$ cat config.mk
export PLATFORM = sky130hd
export DESIGN_NAME = vending_ctrl_multi
export DESIGN_NICKNAME = d
export VERILOG_FILES = /design/src/rtl/vending_ctrl_multi.sv
export SDC_FILE = /design/constraint.sdc
export NUM_CORES = 1
export LEC_CHECK = 0
export ABC_AREA = 0
export ABC_CLOCK_PERIOD_IN_PS = 3000
export BUFFER_PORTS_ARGS = -buffer_cell sky130_fd_sc_hd__buf_2
export CAP_MARGIN = 10
export CORE_ASPECT_RATIO = 0.6
export CORE_UTILIZATION = 51
export CTS_CLUSTER_DIAMETER = 200
export DETAILED_ROUTE_END_ITERATION = 10
export GPL_ROUTABILITY_DRIVEN = 0
export PLACE_DENSITY = 0.86
export SLEW_MARGIN = 10
export SYNTH_ARGS = -nofsm -noshare
export SYNTH_HDL_FRONTEND = slang
export SYNTH_SLANG_ARGS = --single-unit
$ cat constraint.sdc
create_clock -name clk -period 3 [get_ports clk]
set_input_delay 0.3 -clock clk [delete_from_list [all_inputs] [get_ports clk]]
set_output_delay 0.3 -clock clk [all_outputs]
set_load 0.1 [all_outputs]
$ cat src/rtl/vending_ctrl_multi.sv
// Multi-product vending controller: coin credit, priced selection, dispense, then change.
// Optional refund path is compiled in when VEND_CANCEL_EN is defined.
module vending_ctrl_multi #(
    parameter int AMT_W      = 8,
    parameter int N_PROD     = 4,
    parameter int SEL_W      = 2,
    parameter int MAX_CREDIT = 250
) (
    input  logic                    clk,
    input  logic                    rst,
    input  logic                    c,
    input  logic [AMT_W-1:0]        a,
    input  logic [N_PROD*AMT_W-1:0] s,
    input  logic [SEL_W-1:0]        sel,
    input  logic                    sel_vld,
    input  logic                    cancel,
    output logic [AMT_W-1:0]        credit,
    output logic                    busy,
    output logic                    coin_rej,
    output logic                    nsf,
    output logic                    d,
    output logic [SEL_W-1:0]        d_prod,
    output logic [AMT_W-1:0]        chg,
    output logic                    chg_vld,
    output logic [1:0]              dbg_state
);

    typedef enum logic [1:0] {
        ST_IDLE = 2'd0,
        ST_DISP = 2'd1,
        ST_CHG  = 2'd2
    } state_t;

    localparam logic [AMT_W:0] MAX_W = (AMT_W+1)'(MAX_CREDIT);

    state_t             r_state, w_state;
    logic [AMT_W-1:0]   r_credit, w_credit;
    logic [AMT_W-1:0]   r_change, w_change;
    logic               r_coin_rej, w_coin_rej;
    logic               r_nsf, w_nsf;
    logic               r_d, w_d;
    logic [SEL_W-1:0]   r_d_prod, w_d_prod;
    logic [AMT_W-1:0]   r_chg, w_chg;
    logic               r_chg_vld, w_chg_vld;

    logic [AMT_W-1:0]   w_price;
    logic               w_sel_ok;
    logic [AMT_W:0]     w_sum;
    logic               w_cancel;

    // Out-of-range selects read as price 0 but are refused through w_sel_ok.
    always_comb begin
        w_price = '0;
        for (int k = 0; k < N_PROD; k++) begin
            if (32'(sel) == k) w_price = s[k*AMT_W +: AMT_W];
        end
    end

    assign w_sel_ok = (32'(sel) < N_PROD);
    assign w_sum    = {1'b0, r_credit} + {1'b0, a};

`ifdef VEND_CANCEL_EN
    assign w_cancel = cancel && (r_credit != '0);
`else
    assign w_cancel = cancel & 1'b0;
`endif

    always_comb begin
        w_state    = r_state;
        w_credit   = r_credit;
        w_change   = r_change;
        w_coin_rej = 1'b0;
        w_nsf      = 1'b0;
        w_d        = 1'b0;
        w_d_prod   = '0;
        w_chg      = '0;
        w_chg_vld  = 1'b0;
        case (r_state)
            ST_IDLE: begin
                if (w_cancel) begin
                    w_coin_rej = c;
                    w_change   = r_credit;
                    w_credit   = '0;
                    w_chg      = r_credit;
                    w_chg_vld  = 1'b1;
                    w_state    = ST_CHG;
                end else if (sel_vld) begin
                    // Selection wins over a same-cycle coin and is judged on registered credit.
                    w_coin_rej = c;
                    if (w_sel_ok && (r_credit >= w_price)) begin
                        w_change = r_credit - w_price;
                        w_d      = 1'b1;
                        w_d_prod = sel;
                        w_state  = ST_DISP;
                    end else begin
                        w_nsf = 1'b1;
                    end
                end else if (c) begin
                    if (w_sum <= MAX_W) w_credit = w_sum[AMT_W-1:0];
                    else                w_coin_rej = 1'b1;
                end
            end
            ST_DISP: begin
                w_coin_rej = c;
                w_nsf      = sel_vld;
                w_credit   = '0;
                w_chg      = r_change;
                w_chg_vld  = 1'b1;
                w_state    = ST_CHG;
            end
            ST_CHG: begin
                w_coin_rej = c;
                w_nsf      = sel_vld;
                w_state    = ST_IDLE;
            end
            default: begin
                w_credit = '0;
                w_state  = ST_IDLE;
            end
        endcase
    end

    // Pulses are registered together with the state so d/chg_vld line up with DISP/CHG.
    always_ff @(posedge clk or posedge rst) begin
        if (rst) begin
            r_state    <= ST_IDLE;
            r_credit   <= '0;
            r_change   <= '0;
            r_coin_rej <= 1'b0;
            r_nsf      <= 1'b0;
            r_d        <= 1'b0;
            r_d_prod   <= '0;
            r_chg      <= '0;
            r_chg_vld  <= 1'b0;
        end else begin
            r_state    <= w_state;
            r_credit   <= w_credit;
            r_change   <= w_change;
            r_coin_rej <= w_coin_rej;
            r_nsf      <= w_nsf;
            r_d        <= w_d;
            r_d_prod   <= w_d_prod;
            r_chg      <= w_chg;
            r_chg_vld  <= w_chg_vld;
        end
    end

    assign credit    = r_credit;
    assign busy      = (r_state != ST_IDLE);
    assign coin_rej  = r_coin_rej;
    assign nsf       = r_nsf;
    assign d         = r_d;
    assign d_prod    = r_d_prod;
    assign chg       = r_chg;
    assign chg_vld   = r_chg_vld;
    assign dbg_state = r_state;

endmodule

# After elaboration in Yosys (flattened, before gate mapping)
# Index checks and enable logic that the tools add are counted.
# word_totals
ff_bits	32
output_inout_bits	25
wordCells	57
in_bits	47
# classes
reduce_logical	7
n_eq_ne	10
mux	26
bitwise	1
magnitude_cmp	2
addsub	2
# op_table
cell	n
8-bit 2-to-1 mux	8
8-bit one-hot mux with 2 select lines	1
2-bit 2-to-1 mux	5
2-bit inequality test, second input constant	5
8-bit by 8-bit adder with 9-bit output	1
9-bit by 8-bit less-or-equal comparator with 1-bit output, second input constant	1
1-bit 2-to-1 mux	9
8-bit greater-or-equal comparator	1
8-bit subtractor	1
2-bit == test, second input constant	3
2-bit by 1-bit == test with 1-bit output, second input constant	2
2-bit logical NOT	2
1-bit one-hot mux with 2 select lines	2
2-bit one-hot mux with 2 select lines	1
4-bit AND reduction	1
3-bit AND reduction	1
2-bit AND reduction	1
2-bit nonzero test	1
2-bit OR reduction	1
1-bit NOT	1

# Longest topological paths before layout
# logic_depth
depth_word	9
ltp_mapped	12
depth_no_buf	10

# Worst setup path before layout
# OpenSTA, ideal clock, no wires.
# synth_path
path_type	register to register
startpoint	register r_credit[1], in the netlist credit[1]
endpoint	register r_credit[6], in the netlist credit[6]
period_less_slack_ns	3.169
path_slack_ns	-0.169
path_buffers	0
t_arrival_ns	3.043
path_stages_with_launch	8
path_cell_list	dfrtp_1 > ha_1 > a211o_1 > a211o_1 > a211oi_2 > nand4_2 > o21ai_4 > mux2_4
# synth_between
elab_chain_len	5
word_cells_on_any_way	8
cone_classes	1 x add/sub; 1 x order compare; 1 x eq/ne; 4 x mux; 1 x reduce/logical
# synth_lines
item	line	source
start: declaration	37	logic [AMT_W-1:0] r_credit, w_credit;
start signal: assignment	137	r_credit <= w_credit;
8-bit by 8-bit adder with 9-bit output (*)	60	assign w_sum = {1'b0, r_credit} + {1'b0, a};
branches (longest 4 deep; another with 9-bit by 8-bit less-or-equal comparator with 1-bit output)	-	
# Every way passes the cells marked *. The select of a mux whose other input is x is not followed.
# A chain may end at the register's enable or synchronous reset.

# Final worst setup path
# Same ends and word-level chain as after synthesis.

==> flow_summary.toml <==
[logic_synthesis]
synthTopCellsByArea = "dfrtp_1 (36%), ha_1 (11%), mux4_2 (8.1%)"
yosys.area.top_type = "dfrtp_1"
synth_edf_count = 0
async_flop_share = 1.000
synth_ff_type = "dfrtp_1"
ys_seq_area_frac = 0.3604
syn_nets = 282
yosysMostFrequentCell = "dfrtp_1"
syn_area_mm2 = 0.002222
ys_seq_elements = 32
post_synth_most_frequent_cells = "dfrtp_1 (32), inv_1 (23), ha_1 (20)"
synth.distinct_cells = 53
synth_top_cell_area_share = 0.3604
ys_warn_count = 0
synth_area_per_cell_um2 = 10.43
synthCells = 213

[detailed_routing]
ant_nets = 0
drt-initial-drc-count = 141
via_per_inst = 5.390
num_vias = 1892
first_pass_iters = 4
postRouteWirelength_um = 4977
wl_per_cell_um = 14.18
drc = 0

[worst_setup_path]
r2r_end = "credit[6]$_DFFE_PP0P_"
critPathMaxStageDelay_ns = 0.45
rr_worst_depth = 7
cp_common_cell = "a211o_1"
cpLargestDelayFamily = "compound AO/OA/AOI/OAI gates"
worst_ep_arrival_time_ns = 2.93
reg2reg_from = "credit[1]$_DFFE_PP0P_"
r2r_slack_ns = 0.25
cp_slowest_cell = "dfrtp_2"
path_cells = "ha_1 > a211o_1 > a211o_1 > a211oi_2 > nand4_2 > o21ai_4 > mux2_4"
endpoint_kind = "register"
crit_fanout = 8
cp.required_ns = 3.17
crit_type = "register to register"
path_buf_inv = 0
startpoint_type = "register"
critPathLaunch = "credit[1]$_DFFE_PP0P_"

[outcome]
status = "finished clean"

[sta]
skew_ns = 0.002018
min_period_ns = 2.752
finalHoldViolCount = 0
slew_headroom = 0.5622
tightest_slew_ns = 0.6559
finalCritPeriodShare = 0.9174
fin_setup_tns_ns = 0
slew_viol_final = 0
setup_viol = 0
grt_setup_unrepaired = "false"
fmax_mhz = 363.3

[power_and_ir_drop]
pwr-share-seq = 0.209
pwr-share-clk = 0.109
powerDensity_mw_per_mm2 = 1222
p_sw_frac = 0.5609
intPower_uw = 1483
p_leak_uw = 0.001470
p_sw_uw = 1894
combPwrFrac = 0.682
ir_worst_vdd_mv = 0.8056

[place]
dp_hpwl_um = 4011
placed_area_mm2 = 0.002664
portBuffers = 70

[floorplan]
fp.dieH_um = 53.13
ios = 72
rows = 18
core_area_mm2 = 0.004144
initial_utilization = 0.5362
dieWidth_um = 87.22
dieArea_mm2 = 0.004634

[clocking]
clock_path_buffers = 2
clock-sinks = 32
cts_buffers = 5
cts_tree = "yes"
h-tree-depth = 2
cts_root_buf = "clkbuf_8"
cts_setup_buffers = 0
cts-resized-gates = 0
worstSkewPairLatency_ns = 0.29
clkTransAtPathRegs_ns = 0.07
hold_buffers = 0

[global_route]
gr-usage-all-layers = 0.2405
antenna_found_initial = 0
grt_max_degree = 18
grt_pass1_wl_um = 8217
grt_pass1_vias = 1788
overflow = 0

[layout]
area_growth_pct = 24.38
fin_nets = 359
n_antenna_cell = 0
nFillCells = 366
post-route-cell-area_mm2 = 0.002764
multi_input_area_mm2 = 0.001304
ff_latch_area_um2 = 807.0
drive_above_1_share = 0.3746

[job]
drv_cap = 0

[min_path]
hold_class = "input port to asynchronous set/reset pin"
==> flip-flops by register name (all words and copies together) (netlist names) <==
signal and count:
chg 8, chg_vld 1, coin_rej 1, credit 8, d 1, d_prod 2
dbg_state 2, nsf 1, r_change 8
==> power groups by stage <==
stage	logic [µW]	registers [µW]	clock network [µW]
after detailed placement	2280	712	0
after floorplan	1110	1460	0
after CTS	2290	707	373
final	2300	705	370
after global routing	2470	726	386
after global placement	2230	710	0
==> per-stage QoR <==
stage	utilization	std cells	worst slack (ns)	hold WS [ns]	total power, µW
floorplan	-	213	0.01370	0.4159	2574
global placement	0.6428	343	0.1512	0.4217	2938
detailed placement	0.6428	343	0.1025	0.4228	2990
CTS	0.6670	351	0.2787	0.1109	3365
global route	0.6670	351	0.1465	0.1538	3585
finish	0.6670	351	0.2477	0.09299	3377
==> layer usage <==
metal  track usage  wire [µm]
met1        0.3462       2492
met2        0.3517       1959
met3       0.06084        452
met4       0.08197         72
met5             0          0
==> cells by family (layout without fill, tap and decap cells) <==
logic type	Yosys count	count (layout)	share of synthesized area
simple gates	56	56	0.1374
flops	32	32	0.3604
buf+inv	29	107	0.05292
compound gates	51	51	0.1706
fa+ha+maj	22	22	0.1306
xor+xnor	7	7	0.02759
mux	16	16	0.1205
==> area by class of cell <==
type	count	area share
flip-flops and latches	32	0.2920
multi-input cells	152	0.4717
clock buffers	8	0.03622
inverters	24	0.03259
well taps	60	0.02716
repair buffers	75	0.1403
==> worst reg2reg max path: cells and delay by family (launching register included) <==
family | cells | cell delay (ns)
AOI/OAI and AO/OA | 4 | 1.34
adders and majority gates | 1 | 0.30
DFF | 1 | 0.45
muxes | 1 | 0.33
and+or+nand+nor | 1 | 0.21
==> worst max-delay path by stage <==
stage | end | slack, ns | cells past startpoint
floorplan | r_change[5]$_DFFE_PP0P_ | 0.01 | 11
global placement | d_prod[1]$_DFF_PP0_ | 0.15 | 12
detailed placement | r_change[1]$_DFFE_PP0P_ | 0.10 | 10
CTS | credit[6]$_DFFE_PP0P_ | 0.28 | 7
global route | d_prod[1]$_DFF_PP0_ | 0.15 | 12
finish | credit[6]$_DFFE_PP0P_ | 0.25 | 7
==> placed cells by master (no fill, tap or decap), drive strengths merged, types with 8 or more instances in the layout <==
cell type   n
nor2       10
buf        75
inv        24
a21oi       9
ha         20
dfrtp      32
o21ai      13
mux4        8
and2       10
clkbuf      8
nand2      14
(Power assumes the default switching activity.)
